--- src/rtl/seq_divider_sm.sv ---
// seq_divider_sm: iterative signed/unsigned integer divider, one quotient
// bit per clock (restoring algorithm), started through a req/busy handshake.
//
// Ports:
//   clk, rstn          clock (rising edge), asynchronous active-low reset
//   req                start request, taken only while busy=0
//   signed_mode        1: two's-complement operands, 0: unsigned
//   Dividend, Divisor  operands, captured on the accept edge
//   busy               operation in flight, req ignored
//   Q, R               registered quotient / remainder
//   ready              one-cycle pulse when Q/R/dbz/ovf are updated
//   dbz, ovf           divide-by-zero / signed overflow flags of last result
module seq_divider_sm #(
  parameter int N = 16
) (
  input  logic         clk,
  input  logic         rstn,
  input  logic         req,
  input  logic         signed_mode,
  input  logic [N-1:0] Dividend,
  input  logic [N-1:0] Divisor,
  output logic         busy,
  output logic [N-1:0] Q,
  output logic [N-1:0] R,
  output logic         ready,
  output logic         dbz,
  output logic         ovf
);

  localparam int CW = $clog2(N+1);

  typedef enum logic [1:0] {IDLE, CALC, FIX} state_t;

  state_t        state_q, state_d;
  logic [N-1:0]  rem_q, quo_q, dvs_q, q_q, r_q;
  logic [CW-1:0] cnt_q;
  logic          sgn_q_q, sgn_r_q, dz_q, ovp_q;
  logic          ready_q, dbz_q, ovf_q;

  logic          accept;
  logic          div_zero;
  logic [N-1:0]  abs_dvd, abs_dvs;
  logic [N:0]    part;
  logic [N-1:0]  diff;
  logic          ge;

  assign accept   = (state_q == IDLE) && req;
  assign div_zero = (Divisor == '0);

  always_comb begin
    abs_dvd = (signed_mode && Dividend[N-1]) ? -Dividend : Dividend;
    abs_dvs = (signed_mode && Divisor[N-1])  ? -Divisor  : Divisor;
    // Partial remainder always fits N+1 bits; when it is >= divisor the
    // difference is < divisor, so the low N bits of the subtraction suffice.
    part    = {rem_q, quo_q[N-1]};
    ge      = (part >= {1'b0, dvs_q});
    diff    = part[N-1:0] - dvs_q;
  end

  // ---- state register ----
  always_ff @(posedge clk or negedge rstn) begin
    if (!rstn) state_q <= IDLE;
    else       state_q <= state_d;
  end

  // ---- next state ----
  always_comb begin
    state_d = state_q;
    case (state_q)
      IDLE:    if (req) state_d = div_zero ? FIX : CALC;
      CALC:    if (cnt_q == CW'(1)) state_d = FIX;
      FIX:     state_d = IDLE;
      default: state_d = IDLE;
    endcase
  end

  // ---- outputs ----
  always_comb begin
    busy  = (state_q != IDLE);
    ready = ready_q;
    Q     = q_q;
    R     = r_q;
    dbz   = dbz_q;
    ovf   = ovf_q;
  end

  // ---- datapath ----
  always_ff @(posedge clk or negedge rstn) begin
    if (!rstn) begin
      rem_q   <= '0;
      quo_q   <= '0;
      dvs_q   <= '0;
      cnt_q   <= '0;
      sgn_q_q <= 1'b0;
      sgn_r_q <= 1'b0;
      dz_q    <= 1'b0;
      ovp_q   <= 1'b0;
      q_q     <= '0;
      r_q     <= '0;
      ready_q <= 1'b0;
      dbz_q   <= 1'b0;
      ovf_q   <= 1'b0;
    end else begin
      ready_q <= 1'b0;
      case (state_q)
        IDLE: if (accept) begin
          // sign flags already fold in the mode, so FIX needs no mode bit
          sgn_q_q <= signed_mode & (Dividend[N-1] ^ Divisor[N-1]);
          sgn_r_q <= signed_mode & Dividend[N-1];
          dz_q    <= div_zero;
          ovp_q   <= signed_mode && (Dividend == {1'b1, {(N-1){1'b0}}})
                     && (Divisor == '1);
          // on divide-by-zero the raw dividend is parked in quo_q for R
          quo_q   <= div_zero ? Dividend : abs_dvd;
          dvs_q   <= abs_dvs;
          rem_q   <= '0;
          cnt_q   <= CW'(N);
        end
        CALC: begin
          rem_q <= ge ? diff : part[N-1:0];
          quo_q <= {quo_q[N-2:0], ge};
          cnt_q <= cnt_q - CW'(1);
        end
        FIX: begin
          ready_q <= 1'b1;
          dbz_q   <= dz_q;
          if (dz_q) begin
            q_q   <= '1;
            r_q   <= quo_q;
            ovf_q <= 1'b0;
          end else begin
            q_q   <= sgn_q_q ? -quo_q : quo_q;
            r_q   <= sgn_r_q ? -rem_q : rem_q;
            ovf_q <= ovp_q;
          end
        end
        default: ;
      endcase
    end
  end

endmodule

--- config.mk ---
export PLATFORM = sky130hd
export DESIGN_NAME = seq_divider_sm
export DESIGN_NICKNAME = d
export VERILOG_FILES = /design/src/rtl/seq_divider_sm.sv
export SDC_FILE = /design/constraint.sdc
export NUM_CORES = 1
export LEC_CHECK = 0
export ABC_AREA = 1
export BUFFER_PORTS_ARGS = -buffer_cell sky130_fd_sc_hd__buf_4
export CORE_MARGIN = 4
export CORE_UTILIZATION = 30
export DETAILED_ROUTE_END_ITERATION = 10
export SYNTH_ARGS = -nofsm -noshare
export SYNTH_HDL_FRONTEND = slang
export SYNTH_SLANG_ARGS = --single-unit
--- constraint.sdc ---
create_clock -name clk -period 4.9 [get_ports clk]
set_input_delay 0.49 -clock clk [delete_from_list [all_inputs] [get_ports clk]]
set_output_delay 0.49 -clock clk [all_outputs]
set_load 0.02 [all_outputs]
==> results.ini <==
[sta]
finalSetupTns_ns = 0
holdWs_ns = 0.173
max_slew.worst_pin.slew_ns = 1.09
setup_violations = 0
rsz0062_at_grt = no
slew_headroom_pct = 27.1
finClkSkew_ns = 0.00844
hold_violations = 0
period_share_pct = 49.0
max_freq_mhz = 416
period_needed_ns = 2.40
final_max_slew_viol_count = 0

[pwr]
switching_share_pct = 51.6
combPwrFrac_pct = 61.9
p_int_uw = 2820
p_per_area_nw_per_um2 = 745
power_leakage_uw = 0.00397
peakVddDrop_mv = 0.356
total_power_uw = 5820
p_clk_share_pct = 12.2
switching_power_uw = 3000
seqPwrFrac_pct = 25.9

[worst_setup_path]
cp_common_cell = nand3_1
arrival_ns = 2.65
critPathRequiredTime_ns = 5.15
reg2reg_slack_ns = 2.50
cp_slowest_cell = fa_1
setup.worst_path.end_class = flop
cp.buffers_inverters = 2
r2r_start = quo_q[15]$_DFFE_PN0P_
worstSetupPathType = reg2reg
crit_fanout = 4
r2r_cells = 11
crit_chain = inv_1 -> ha_1 -> inv_1 -> fa_1 -> nand3_1 -> nand3_1 -> a21oi_1 -> xor2_1 -> nand2_1 -> nand3_1 -> nand2_1
critPathTopFamily = adder cells
slowest_delay_ns = 0.44
worstSetupStartpointType = flop
reg2reg_to = rem_q[8]$_DFFE_PN0P_

[layout]
drive_gt1_share_pct = 11.7
area_growth_pct = 15.6
nets = 1117
fin_cells = 1341
diodes = 0
multi_input_area_um2 = 3710
seq_area_um2 = 2350
nFillCells = 2391
final_area_um2 = 7820

[die]
die_y_um = 158
core_area_um2 = 22000
initial_core_util_pct = 30.7
chipWidth_um = 158
num_rows = 54
die-area_um2 = 25000
io_pins = 72

[yosys]
synth_top_area_share_pct = 34.8
ys_top_cells_by_area = dfrtp_1 (35%), nand2_1 (15%), nand3_1 (9.5%)
syn_inst = 1002
synth_fa_ha_area_share_pct = 4.55
syn_area_um2 = 6760
yosysMostFrequentCell = nand2_1
synth_nets = 1062
synth.distinct_cells = 46
synth_flop_cell = dfrtp_1
synthXorXnorAreaFrac_pct = 2.98
syn_area_per_cell_um2 = 6.75
yosysSeqAreaShare_pct = 34.8
synth-edff-count = 0
synthSimpleGateAreaFrac_pct = 36.1
synth_compound_area_share_pct = 11.0
synth_top_family_by_area = simple AND/OR/NAND/NOR gates
async_reset_ff_share_pct = 100
yosysWarningCount = 0
synth_top_cell_by_area = dfrtp_1
ys_top_cells_by_count = nand2_1 (279), inv_1 (138), nand3_1 (128)
synth_seq_cells = 94
synth_mux_area_share_pct = 0.148

[drt]
drc_errors = 0
vias = 6716
via_per_inst = 5.01
first_pass_iters = 5
ant_nets = 0
totalWireLength_um = 20500
wire_per_inst_um = 15.3
first_iter_violations = 583

[clocking]
clock_latency_ns = 0.36
ctsHtreeMaxLevel = 3
clkSinkCount = 94
postCtsHoldBufs = 0
post_cts_buffers = 0
cts.repair.resized = 0
numCtsBuffers = 9
clockRootBuffer = clkbuf_16
cts_tree = yes
clock_path_buffers = 2
cts.clk_slew.worst_paths_ns = 0.07

[placed_design]
hpwl_um = 15700
place_congestion = 0.919
placed_cells = 1326
port_buffers = 71
dpl_cell_area_um2 = 7530

[global_route]
antenna_found_initial = 0
grt_max_degree = 51
grt_pass1_wl_um = 33700
track_usage_pct = 16.9
first_global_vias = 6295
grt_overflow_total = 0

[job]
max-cap-violations = 0

[run_status]
status = complete, no violations

[min_path]
hold_class = in2async

-- flip-flops by register name (all words and copies together), names as in the netlist --
| name | flops |
|---|---|
| ovp_q | 1 |
| sgn_q_q | 1 |
| state_q | 2 |
| quo_q | 16 |
| dvs_q | 16 |
| rem_q | 16 |
| Q | 16 |
| sgn_r_q | 1 |
| ready | 1 |
| cnt_q | 5 |
| ovf | 1 |
| R | 16 |
| dbz | 1 |
| dz_q | 1 |
-- cell type report --
| cell class | count | share of cell area [%] |
|---|---|---|
| Clock buffer | 9 | 2.88 |
| Multi-Input combinational cell | 732 | 47.5 |
| Sequential cell | 94 | 30.1 |
| Clock inverter | 6 | 0.816 |
| Inverter | 143 | 6.87 |
| Timing Repair Buffer | 77 | 7.40 |
| Tap cell | 280 | 4.48 |
-- through the flow --
step,setup slack [ns],util (%)
after global placement,2.33,34.2
after floorplan,2.99,-
after CTS,2.51,35.5
after global routing,2.30,35.5
final,2.50,35.5
after detailed placement,2.29,34.2
-- worst reg2reg max path, stage by stage (launching register included) --
cell and delay [ns]:
dfrtp_1 0.43, inv_1 0.20, ha_1 0.20, inv_1 0.08, fa_1 0.44, nand3_1 0.11, nand3_1 0.17, a21oi_1 0.29
xor2_1 0.18, nand2_1 0.07, nand3_1 0.07, nand2_1 0.05
-- layer usage --
layer	GRT usage, %	routed length [um]	part of all wire [%]
met4	3.66	280	1.4
met3	3.96	1600	7.8
met1	26.4	10200	50
met5	0	0	0
met2	23.5	8410	41
-- power by group through the flow --
stage	sequential [uW]	combinational [uW]	clock, uW
3_5_place_dp	1510	3590	0
2_1_floorplan	1530	2560	0
5_1_grt	1560	4130	757
4_1_cts	1500	3610	723
6_report	1510	3610	709
3_3_place_gp	1510	3570	0
-- kinds of logic (layout without fill, tap and decap cells) --
| kind of cell | count (synthesis) | in the layout |
|---|---|---|
| fa+ha+maj | 24 | 24 |
| xor+xnor | 23 | 23 |
| flops | 94 | 94 |
| mux | 1 | 1 |
| compound gates | 131 | 131 |
| simple gates | 553 | 553 |
| buf+inv | 176 | 235 |
-- how the worst max path moves through the flow --
stage	from	endpoint	slack (ns)	cells past startpoint
detailed placement	Divisor[0]	quo_q[14]$_DFFE_PN0P_	2.29	10
finish	quo_q[15]$_DFFE_PN0P_	rem_q[8]$_DFFE_PN0P_	2.50	11
CTS	quo_q[15]$_DFFE_PN0P_	rem_q[8]$_DFFE_PN0P_	2.51	11
global placement	Divisor[0]	quo_q[14]$_DFFE_PN0P_	2.33	10
floorplan	quo_q[15]$_DFFE_PN0P_	rem_q[8]$_DFFE_PN0P_	2.99	11
global route	state_q[1]$_DFFE_PN0P_	Q[2]$_DFFE_PN0P_	2.30	11
-- placed cells by master, fill, tap and decap left out, types with 17 or more instances in the layout --
cell type  count
a21oi_1       21
buf_4         77
dfrtp_1       94
ha_1          23
inv_1        138
nand2_1      279
nand3_1      128
nand4_1       25
nor2_1        79
o21ai_0       70
xor2_1        17
(Power assumes the default switching activity.)
